<file path="src/rtl/alu_issue_decoder_pkg.sv">
// Shared encodings for the execute-stage issue block: ALU op codes, MIPS
// opcode/funct values, and the issue-entry record carried through the buffer.
package alu_issue_decoder_pkg;

  localparam int NB_DATA   = 32;
  localparam int NB_ALU_OP = 6;
  localparam int NB_INSTR  = 32;
  localparam int NB_CNT    = 8;

  // ALU op codes; these must stay byte-identical to the ALU's own encodings.
  localparam logic [NB_ALU_OP-1:0] ALU_SLL     = 6'b000000;
  localparam logic [NB_ALU_OP-1:0] ALU_SRL     = 6'b000010;
  localparam logic [NB_ALU_OP-1:0] ALU_SRA     = 6'b000011;
  localparam logic [NB_ALU_OP-1:0] ALU_SLLV    = 6'b000100;
  localparam logic [NB_ALU_OP-1:0] ALU_SRLV    = 6'b000110;
  localparam logic [NB_ALU_OP-1:0] ALU_SRAV    = 6'b000111;
  localparam logic [NB_ALU_OP-1:0] ALU_JMP     = 6'b001001;
  localparam logic [NB_ALU_OP-1:0] ALU_LUI     = 6'b001111;
  localparam logic [NB_ALU_OP-1:0] ALU_ADDU    = 6'b100001;
  localparam logic [NB_ALU_OP-1:0] ALU_SUBU    = 6'b100011;
  localparam logic [NB_ALU_OP-1:0] ALU_AND     = 6'b100100;
  localparam logic [NB_ALU_OP-1:0] ALU_OR      = 6'b100101;
  localparam logic [NB_ALU_OP-1:0] ALU_XOR     = 6'b100110;
  localparam logic [NB_ALU_OP-1:0] ALU_NOR     = 6'b100111;
  localparam logic [NB_ALU_OP-1:0] ALU_SLT     = 6'b101010;
  localparam logic [NB_ALU_OP-1:0] ALU_ILLEGAL = 6'b111111;

  localparam logic [5:0] OPC_RTYPE = 6'b000000;
  localparam logic [5:0] OPC_J     = 6'b000010;
  localparam logic [5:0] OPC_JAL   = 6'b000011;
  localparam logic [5:0] OPC_BEQ   = 6'b000100;
  localparam logic [5:0] OPC_BNE   = 6'b000101;
  localparam logic [5:0] OPC_ADDIU = 6'b001001;
  localparam logic [5:0] OPC_SLTI  = 6'b001010;
  localparam logic [5:0] OPC_ANDI  = 6'b001100;
  localparam logic [5:0] OPC_ORI   = 6'b001101;
  localparam logic [5:0] OPC_XORI  = 6'b001110;
  localparam logic [5:0] OPC_LUI   = 6'b001111;
  localparam logic [5:0] OPC_LB    = 6'b100000;
  localparam logic [5:0] OPC_LH    = 6'b100001;
  localparam logic [5:0] OPC_LW    = 6'b100011;
  localparam logic [5:0] OPC_LBU   = 6'b100100;
  localparam logic [5:0] OPC_LHU   = 6'b100101;
  localparam logic [5:0] OPC_SB    = 6'b101000;
  localparam logic [5:0] OPC_SH    = 6'b101001;
  localparam logic [5:0] OPC_SW    = 6'b101011;

  localparam logic [5:0] FN_SLL  = 6'b000000;
  localparam logic [5:0] FN_SRL  = 6'b000010;
  localparam logic [5:0] FN_SRA  = 6'b000011;
  localparam logic [5:0] FN_SLLV = 6'b000100;
  localparam logic [5:0] FN_SRLV = 6'b000110;
  localparam logic [5:0] FN_SRAV = 6'b000111;
  localparam logic [5:0] FN_JR   = 6'b001000;
  localparam logic [5:0] FN_JALR = 6'b001001;
  localparam logic [5:0] FN_ADDU = 6'b100001;
  localparam logic [5:0] FN_SUBU = 6'b100011;
  localparam logic [5:0] FN_AND  = 6'b100100;
  localparam logic [5:0] FN_OR   = 6'b100101;
  localparam logic [5:0] FN_XOR  = 6'b100110;
  localparam logic [5:0] FN_NOR  = 6'b100111;
  localparam logic [5:0] FN_SLT  = 6'b101010;

  typedef struct packed {
    logic [NB_ALU_OP-1:0] op;
    logic [NB_DATA-1:0]   a;
    logic [NB_DATA-1:0]   b;
    logic                 illegal;
  } issue_entry_t;

  typedef enum logic [1:0] {
    ST_EMPTY,
    ST_ONE,
    ST_FULL
  } buf_state_t;

endpackage

</file>
<file path="src/rtl/alu_issue_decoder_if.sv">
// Issue-side bus: instruction intake from ID and decoded operands toward EX.
interface alu_issue_decoder_if;
  import alu_issue_decoder_pkg::*;

  logic                 i_valid;
  logic                 o_ready;
  logic [NB_INSTR-1:0]  i_instruction;
  logic [NB_DATA-1:0]   i_rs_data;
  logic [NB_DATA-1:0]   i_rt_data;
  logic [NB_DATA-1:0]   i_pc;
  logic                 i_flush;
  logic                 o_valid;
  logic                 i_ready;
  logic [NB_ALU_OP-1:0] o_alu_op;
  logic [NB_DATA-1:0]   o_dato_a;
  logic [NB_DATA-1:0]   o_dato_b;
  logic                 o_illegal;
  logic [NB_CNT-1:0]    o_illegal_count;

  modport slave (
    input  i_valid, i_instruction, i_rs_data, i_rt_data, i_pc, i_flush, i_ready,
    output o_ready, o_valid, o_alu_op, o_dato_a, o_dato_b, o_illegal, o_illegal_count
  );

  modport master (
    output i_valid, i_instruction, i_rs_data, i_rt_data, i_pc, i_flush, i_ready,
    input  o_ready, o_valid, o_alu_op, o_dato_a, o_dato_b, o_illegal, o_illegal_count
  );
endinterface

</file>
<file path="src/rtl/alu_issue_decoder_decode.sv">
// Combinational MIPS instruction decode into one ALU issue entry (op + operands).
module alu_op_decode
  import alu_issue_decoder_pkg::*;
(
  input  logic [NB_INSTR-1:0] instruction,
  input  logic [NB_DATA-1:0]  rs_data,
  input  logic [NB_DATA-1:0]  rt_data,
  input  logic [NB_DATA-1:0]  pc,
  output issue_entry_t        entry
);

  logic [5:0]         opcode;
  logic [5:0]         funct;
  logic [NB_DATA-1:0] imm_se;
  logic [NB_DATA-1:0] imm_ze;
  logic [NB_DATA-1:0] shamt_ze;
  logic [NB_DATA-1:0] rs_shift;
  logic               unused_reg_fields;

  assign opcode   = instruction[31:26];
  assign funct    = instruction[5:0];
  assign imm_se   = {{(NB_DATA-16){instruction[15]}}, instruction[15:0]};
  assign imm_ze   = {{(NB_DATA-16){1'b0}}, instruction[15:0]};
  assign shamt_ze = NB_DATA'(instruction[10:6]);
  assign rs_shift = NB_DATA'(rs_data[4:0]);
  // Register numbers arrive already resolved as rs_data/rt_data.
  assign unused_reg_fields = ^instruction[25:16];

  always_comb begin
    // NOTE: assigning a full default first keeps every path driven, so no latch is inferred.
    entry = '{op: ALU_ILLEGAL, a: '0, b: '0, illegal: 1'b1};
    unique case (opcode)
      OPC_RTYPE: begin
        unique case (funct)
          FN_ADDU, FN_SUBU, FN_AND, FN_OR, FN_XOR, FN_NOR, FN_SLT:
            entry = '{op: funct, a: rs_data, b: rt_data, illegal: 1'b0};
          FN_SLL, FN_SRL, FN_SRA:
            entry = '{op: funct, a: shamt_ze, b: rt_data, illegal: 1'b0};
          FN_SLLV, FN_SRLV, FN_SRAV:
            entry = '{op: funct, a: rs_shift, b: rt_data, illegal: 1'b0};
          FN_JR:   entry = '{op: ALU_ADDU, a: rs_data, b: '0, illegal: 1'b0};
          FN_JALR: entry = '{op: ALU_JMP,  a: pc,      b: '0, illegal: 1'b0};
          default: ;
        endcase
      end
      OPC_ADDIU, OPC_LB, OPC_LH, OPC_LW, OPC_LBU, OPC_LHU, OPC_SB, OPC_SH, OPC_SW:
        entry = '{op: ALU_ADDU, a: rs_data, b: imm_se, illegal: 1'b0};
      OPC_SLTI: entry = '{op: ALU_SLT, a: rs_data, b: imm_se, illegal: 1'b0};
      OPC_ANDI: entry = '{op: ALU_AND, a: rs_data, b: imm_ze, illegal: 1'b0};
      OPC_ORI:  entry = '{op: ALU_OR,  a: rs_data, b: imm_ze, illegal: 1'b0};
      OPC_XORI: entry = '{op: ALU_XOR, a: rs_data, b: imm_ze, illegal: 1'b0};
      OPC_LUI:  entry = '{op: ALU_LUI, a: '0,      b: imm_ze, illegal: 1'b0};
      OPC_BEQ, OPC_BNE:
        entry = '{op: ALU_SUBU, a: rs_data, b: rt_data, illegal: 1'b0};
      OPC_J:    entry = '{op: ALU_ADDU, a: '0, b: '0, illegal: 1'b0};
      OPC_JAL:  entry = '{op: ALU_JMP,  a: pc, b: '0, illegal: 1'b0};
      default: ;
    endcase
  end

endmodule

</file>
<file path="src/rtl/alu_issue_decoder.sv">
// ID->EX issue block: decodes instructions and holds up to two entries
// (head + skid) behind valid/ready handshakes, with flush and illegal counting.
module alu_issue_decoder
  import alu_issue_decoder_pkg::*;
(
  input  logic          i_clock,
  input  logic          i_reset_n,
  alu_issue_decoder_if.slave bus
);

  issue_entry_t      dec;
  issue_entry_t      head;
  issue_entry_t      skid;
  buf_state_t        state;
  logic              valid_q;
  logic              ready_q;
  logic [NB_CNT-1:0] illegal_cnt;
  logic              accept;
  logic              pop;

  alu_op_decode u_decode (
    .instruction (bus.i_instruction),
    .rs_data     (bus.i_rs_data),
    .rt_data     (bus.i_rt_data),
    .pc          (bus.i_pc),
    .entry       (dec)
  );

  assign accept = bus.i_valid & ready_q & ~bus.i_flush;
  assign pop    = valid_q & bus.i_ready;

  always_ff @(posedge i_clock or negedge i_reset_n) begin
    if (!i_reset_n) begin
      state       <= ST_EMPTY;
      valid_q     <= 1'b0;
      ready_q     <= 1'b1;
      // NOTE: the entry registers are reset too because head drives the outputs directly.
      head        <= '0;
      skid        <= '0;
      illegal_cnt <= '0;
    end else begin
      // NOTE: non-blocking assignments so every register sees pre-edge values.
      if (accept && dec.illegal && (illegal_cnt != '1))
        illegal_cnt <= illegal_cnt + 1'b1;

      if (bus.i_flush) begin
        state   <= ST_EMPTY;
        valid_q <= 1'b0;
        ready_q <= 1'b1;
      end else begin
        unique case (state)
          ST_EMPTY: begin
            if (accept) begin
              head    <= dec;
              state   <= ST_ONE;
              valid_q <= 1'b1;
            end
          end
          ST_ONE: begin
            if (accept && !pop) begin
              skid    <= dec;
              state   <= ST_FULL;
              ready_q <= 1'b0;
            end else if (accept && pop) begin
              head <= dec;
            end else if (pop) begin
              state   <= ST_EMPTY;
              valid_q <= 1'b0;
            end
          end
          ST_FULL: begin
            // ready_q is low here, so only the pop side can move.
            if (pop) begin
              head    <= skid;
              state   <= ST_ONE;
              ready_q <= 1'b1;
            end
          end
          default: begin
            state   <= ST_EMPTY;
            valid_q <= 1'b0;
            ready_q <= 1'b1;
          end
        endcase
      end
    end
  end

  assign bus.o_valid         = valid_q;
  assign bus.o_ready         = ready_q;
  assign bus.o_alu_op        = head.op;
  assign bus.o_dato_a        = head.a;
  assign bus.o_dato_b        = head.b;
  assign bus.o_illegal       = head.illegal;
  assign bus.o_illegal_count = illegal_cnt;

endmodule

</file>
<file path="src/flat_wrapper.sv">
// flat-port wrapper written by rule: the top's interface ports become plain ports
module alu_issue_decoder_flat import alu_issue_decoder_pkg::*;
  (i_clock, i_reset_n, bus_i_valid, bus_i_instruction, bus_i_rs_data, bus_i_rt_data, bus_i_pc, bus_i_flush, bus_i_ready, bus_o_ready, bus_o_valid, bus_o_alu_op, bus_o_dato_a, bus_o_dato_b, bus_o_illegal, bus_o_illegal_count);
  alu_issue_decoder_if bus_i ();
  input  logic i_clock;
  input  logic i_reset_n;
  input wire logic [$bits(bus_i.i_valid)-1:0] bus_i_valid;
  input wire logic [$bits(bus_i.i_instruction)-1:0] bus_i_instruction;
  input wire logic [$bits(bus_i.i_rs_data)-1:0] bus_i_rs_data;
  input wire logic [$bits(bus_i.i_rt_data)-1:0] bus_i_rt_data;
  input wire logic [$bits(bus_i.i_pc)-1:0] bus_i_pc;
  input wire logic [$bits(bus_i.i_flush)-1:0] bus_i_flush;
  input wire logic [$bits(bus_i.i_ready)-1:0] bus_i_ready;
  output wire logic [$bits(bus_i.o_ready)-1:0] bus_o_ready;
  output wire logic [$bits(bus_i.o_valid)-1:0] bus_o_valid;
  output wire logic [$bits(bus_i.o_alu_op)-1:0] bus_o_alu_op;
  output wire logic [$bits(bus_i.o_dato_a)-1:0] bus_o_dato_a;
  output wire logic [$bits(bus_i.o_dato_b)-1:0] bus_o_dato_b;
  output wire logic [$bits(bus_i.o_illegal)-1:0] bus_o_illegal;
  output wire logic [$bits(bus_i.o_illegal_count)-1:0] bus_o_illegal_count;
  assign bus_i.i_valid = bus_i_valid;
  assign bus_i.i_instruction = bus_i_instruction;
  assign bus_i.i_rs_data = bus_i_rs_data;
  assign bus_i.i_rt_data = bus_i_rt_data;
  assign bus_i.i_pc = bus_i_pc;
  assign bus_i.i_flush = bus_i_flush;
  assign bus_i.i_ready = bus_i_ready;
  assign bus_o_ready = bus_i.o_ready;
  assign bus_o_valid = bus_i.o_valid;
  assign bus_o_alu_op = bus_i.o_alu_op;
  assign bus_o_dato_a = bus_i.o_dato_a;
  assign bus_o_dato_b = bus_i.o_dato_b;
  assign bus_o_illegal = bus_i.o_illegal;
  assign bus_o_illegal_count = bus_i.o_illegal_count;
  alu_issue_decoder u_core (.i_clock(i_clock), .i_reset_n(i_reset_n), .bus(bus_i));
endmodule
</file>
<file path="config.mk">
export PLATFORM = sky130hd
export DESIGN_NAME = alu_issue_decoder_flat
export DESIGN_NICKNAME = d
export VERILOG_FILES = /design/src/rtl/alu_issue_decoder_pkg.sv /design/src/rtl/alu_issue_decoder_if.sv /design/src/rtl/alu_issue_decoder_decode.sv /design/src/rtl/alu_issue_decoder.sv /design/src/flat_wrapper.sv
export SDC_FILE = /design/constraint.sdc
export NUM_CORES = 1
export LEC_CHECK = 0
export BUFFER_PORTS_ARGS = -buffer_cell sky130_fd_sc_hd__buf_2
export CORE_UTILIZATION = 54
export CTS_CLUSTER_DIAMETER = 40
export DETAILED_ROUTE_END_ITERATION = 12
export GPL_ROUTABILITY_DRIVEN = 0
export PLACE_DENSITY = 0.92
export RECOVER_POWER = 25
export SLEW_MARGIN = 40
export SYNTH_ARGS = -nofsm -noshare
export SYNTH_HDL_FRONTEND = slang
export SYNTH_HIERARCHICAL = 1
export SYNTH_SLANG_ARGS = --single-unit
</file>
<file path="constraint.sdc">
create_clock -name i_clock -period 2.03 [get_ports i_clock]
set_input_delay 0.1015 -clock i_clock [delete_from_list [all_inputs] [get_ports i_clock]]
set_output_delay 0.1015 -clock i_clock [all_outputs]
set_load 0.02 [all_outputs]
</file>
=== After elaboration in Yosys (flattened, before gate mapping) ===
Index checks and enable logic that the tools add are counted.

* Bits in registers: 154
* Input port bits: 133
* Word-level logic and storage cells: 109

* $add $sub $neg: 1
* Eq/ne operators: 49
* Mux-type cells: 24
* Bitwise gates (word level): 4
* Reductions and logical operators: 19

{| class="wikitable"
|+ Operators by type and width
! operator !! count
|-
| $pmux W71 S10 || 1
|-
| $pmux W71 S5 || 1
|-
| $mux W71 || 4
|-
| $pmux W71 S3 || 1
|-
| $eq A6 B6 Y1 const B || 15
|-
| $eq A6 B4 Y1 const B || 8
|-
| $eq A6 B3 Y1 const B || 5
|-
| $eq A6 B2 Y1 const B || 4
|-
| $logic_not A6 Y1 || 2
|-
| $mux W2 || 6
|-
| $ne A3 B2 Y1 const B || 4
|-
| $reduce_or A9 Y1 || 1
|-
| $add A8 B1 Y8 const B || 1
|-
| $mux W1 || 8
|-
| $ne A8 B8 Y1 const B || 1
|-
| $reduce_or A7 Y1 || 1
|-
| $ne A2 B1 Y1 const B || 3
|-
| $ne A2 B2 Y1 const B || 3
|-
| $ne A3 B3 Y1 const B || 2
|-
| $pmux W1 S3 || 2
|-
| $pmux W2 S3 || 1
|-
| $reduce_and A3 Y1 || 2
|-
| $reduce_and A6 Y1 || 1
|-
| $reduce_or A3 Y1 || 2
|-
| 13 further kinds || 18
|}

=== Depth between registers and ports, before layout ===
* Depth in word-level cells: 7
* Gate-level depth with buffers: 10

=== Cells and area by module ===
The synthesis kept the hierarchy.

{| class="wikitable"
|+ Modules (own cells, without submodules)
! module !! instances !! cells each !! area an instance (sq um)
|-
| alu_issue_decoder || 1 || 445 || 6810.3
|-
| alu_op_decode || 1 || 272 || 1811.7
|}

=== Worst setup path before layout ===
No wires, ideal clock.

* Path type: input to register
* Start: in bus_i_instruction[31]
* End: reg u_core.illegal_cnt[7] (netlist: u_core/bus.o_illegal_count[7])
* Setup time: 0.125 ns
* Arrival: 2.079 ns
* Setup slack: -0.173 ns
* Stages on the path: 7
* Cell sequence: or4_1 or3_1 o21a_1 inv_1 and4b_1 and4_1 mux2_2

{| class="wikitable"
|+ RTL lines
! element !! line !! RTL
|-
| from (decl) || flat_wrapper.sv:8 || <nowiki>input wire logic [$bits(bus_i.i_instruction)-1:0] bus_i_instruction;</nowiki>
|-
| to (signal assigned) || alu_issue_decoder.sv:44 || <nowiki>illegal_cnt <= illegal_cnt + 1'b1;</nowiki>
|-
| to (decl) || alu_issue_decoder.sv:17 || <nowiki>logic [NB_CNT-1:0] illegal_cnt;</nowiki>
|}

==> metrics.cfg <==
[pwr]
p_clk_share_pct = 29.9
p_total_mw = 10.6
ir_drop_mv = 0.580
seqPwrFrac_pct = 41.7
swShare_pct = 30.9
p_int_mw = 7.30
p_leak_nw = 5.29
power_density_nw_per_um2 = 977
combPwrFrac_pct = 28.3
p_sw_mw = 3.26

[timing]
fin_crit_ns = 1.96
clock_skew_ns = 0.00655
finalWorstSetupSlack_ns = 0.0694
slew_headroom_pct = 8.65
hold_viol = 0
whs_ns = 0.0313
worst_pin_slew_ns = 1.37
fin_crit_sh_pct = 96.6
fmax_ghz = 0.510
setup_viol = 0
finalMaxSlewViolations = 0
grt_setup_unrepaired = no

[worst_hold_path]
hold_class = in2reg
hold_start = bus_i_rt_data[29]
min_to = u_core/skid[30]
whs_path_depth = 3

[die]
rows = 45
io_pins = 214
die_h_microns = 128
start_util_pct = 56.1
die_area_sq_um = 16500
core_area_sq_um = 15400
die_w_microns = 128

[clock_tree]
cts_buffers = 17
post_cts_resized = 0
cts_tree = built
clkSlewWorstSetupHoldPaths_ns = 0.06
numClockSinks = 154
clock_path_buffers = 2
clock_latency_ns = 0.42
cts_root_buffer = clkbuf_16
cts_htree_levels = 4
cts_hold_buf = 4
post_cts_buffers = 0

[worst_setup_path]
r2r_end = u_core/bus.o_dato_b[18]
crit_type = in2reg
r2r_slack_ns = 0.14
critical_path.max_fanout = 10
worstReg2RegStart = u_core/state[0]
cp-start-kind = input pin
crit_required_ns = 2.38
cp.arrival_ns = 2.32
worstSetupEndpointType = flip-flop
worstRegToRegCells = 4

[grt]
grt_pass1_wl_microns = 35200
grt_util_all_layers_pct = 27.6
antenna_found_initial = 2
grt_max_degree = 57
grt_pass1_vias = 7079
grt-ovfl-total = 0

[route]
wl_per_cell_microns = 18.9
first_pass_iters = 5
drc = 0
vias = 6878
finalWirelength_microns = 22100
viasPerCell = 5.89
postRouteAntennaNets = 0
drtIter0Drc = 407

[yosys]
synthMuxAreaShare_pct = 29.0
synth_ff_type = dfrtp_1
yosysSeqAreaShare_pct = 44.7
async_flop_share_pct = 100
synth_area_leaders = dfrtp_1 44%, mux2_2 29%, a22oi_1 5.1%
synth_area_sq_um = 8620
ys_seq_elements = 154
synth_cell_types = 68
synth_top_family_by_area = multiplexers
syn_nets = 851
post-synth-top-count-cell = mux2_2
synth-compound-area-share_pct = 15.2
synthSimpleGateAreaFrac_pct = 6.05
synth-xor-area-share_pct = 0.305
synth.largest_area_cell = dfrtp_1
synthAdderAreaFrac_pct = 0.145
synth_commonest_cells = 219 x mux2_2, 153 x dfrtp_1, 58 x a22oi_1
synth-edff-count = 0
avgSynthCellArea_sq_um = 12.0
netlist_instances = 717
yosys_warnings = 6
synth_top_area_share_pct = 44.4

[placement]
dp_slack_ns = -0.321
dpl.hpwl_microns = 15000
placed_cells = 1131
portBuffers = 203

[finish]
final_nets = 1077
drive_above_1_share_pct = 55.0
stdcell_count = 1167
area_growth_pct = 25.4

[outcome]
status = completed

[run]
drv_cap = 0

-- logic make-up (layout without fill, tap and decap cells) --
kind of cell	count (synthesis)	after routing
muxes	221	221
and+or+nand+nor	93	93
adders and majority gates	1	1
AOI/OAI and AO/OA	178	178
buffers and inverters	67	304
other	0	2
DFF	154	154
xor gates and xnor gates	3	3
-- per-stage QoR --
| step | util (%) | TNS (ns) | cell area [sq um] |
|---|---|---|---|
| detailed placement | 66.4 | -9.80 | 10200 |
| global route | 70.3 | 0 | 10800 |
| global placement | 66.3 | -12.61 | 10200 |
| floorplan | - | -0.154 | 8630 |
| finish | 70.3 | 0 | 10800 |
| CTS | 70.4 | 0 | 10800 |
-- worst max-delay path by stage --
stage                          start  cells after the start  slack [ns]                            end
2_1_floorplan  bus_i_instruction[31]                      7        -0.1  u_core/bus.o_illegal_count[7]
3_3_place_gp   bus_i_instruction[29]                      8       -0.30         u_core/bus.o_dato_b[1]
3_5_place_dp    bus_i_instruction[1]                      9       -0.32         u_core/bus.o_dato_a[1]
4_1_cts         bus_i_instruction[1]                      9        0.12         u_core/bus.o_dato_a[1]
5_1_grt         bus_i_instruction[1]                      9        0.03         u_core/bus.o_dato_a[1]
6_report        bus_i_instruction[1]                      9        0.07         u_core/bus.o_dato_a[1]
-- cells in the final DEF (no fill, tap or decap), drive strengths merged, types with 5 or more instances in the layout --
cell type and instances:
a21o 17, a21oi 15, a22o 15, a22oi 60, buf 255, clkbuf 24
dfrtp 153, inv 13, mux2 219, nand2 24, nor2 16, nor2b 9
nor3 7, o21ai 39, o221ai 5
-- per-layer routing --
metal  routed length [microns]  global-route usage, %  vias to the layer above
li1                          -                      -                     3160
met1                      9050                   33.2                     3401
met2                     11100                   48.3                      283
met3                      1360                   6.07                       34
met4                       586                   10.9                        0
met5                         0                      0                        -
-- final cells by class --
cell class	count	area, sq um
Fill cell	1106	4560
Multi-Input combinational cell	496	4420
Inverter	13	48.8
Timing Repair Buffer	261	1650
Antenna cell	2	5.00
Sequential cell	154	3850
Clock buffer	22	454
Tap cell	211	264
Clock inverter	8	121
-- sequential cells by signal, indices dropped and copies added (netlist names) --
signal	flops
u_core/bus.o_ready	1
u_core/state	2
u_core/skid	71
u_core/bus.o_illegal	1
u_core/bus.o_dato_a	32
u_core/bus.o_alu_op	6
u_core/bus.o_illegal_count	8
u_core/bus.o_dato_b	32
u_core/bus.o_valid	1
-- critical path, cell delays in order --
cell and delay (ns):
buf_2 0.11, buf_4 0.17, or4b_4 0.57, o211ai_1 0.26, o2bb2ai_1 0.32, a22oi_1 0.13
o221ai_1 0.30, mux2_2 0.22, mux2_2 0.14
-- power by group through the flow --
| stage | clock [mW] | sequential [mW] | combinational [mW] |
|---|---|---|---|
| 2_1_floorplan | 0 | 4.84 | 1.45 |
| 3_3_place_gp | 0 | 4.37 | 2.89 |
| 3_5_place_dp | 0 | 4.43 | 2.98 |
| 4_1_cts | 3.22 | 4.40 | 3.01 |
| 5_1_grt | 3.35 | 4.50 | 3.20 |
| 6_report | 3.16 | 4.41 | 2.99 |
Note: power is estimated with default switching activity, not from simulation.
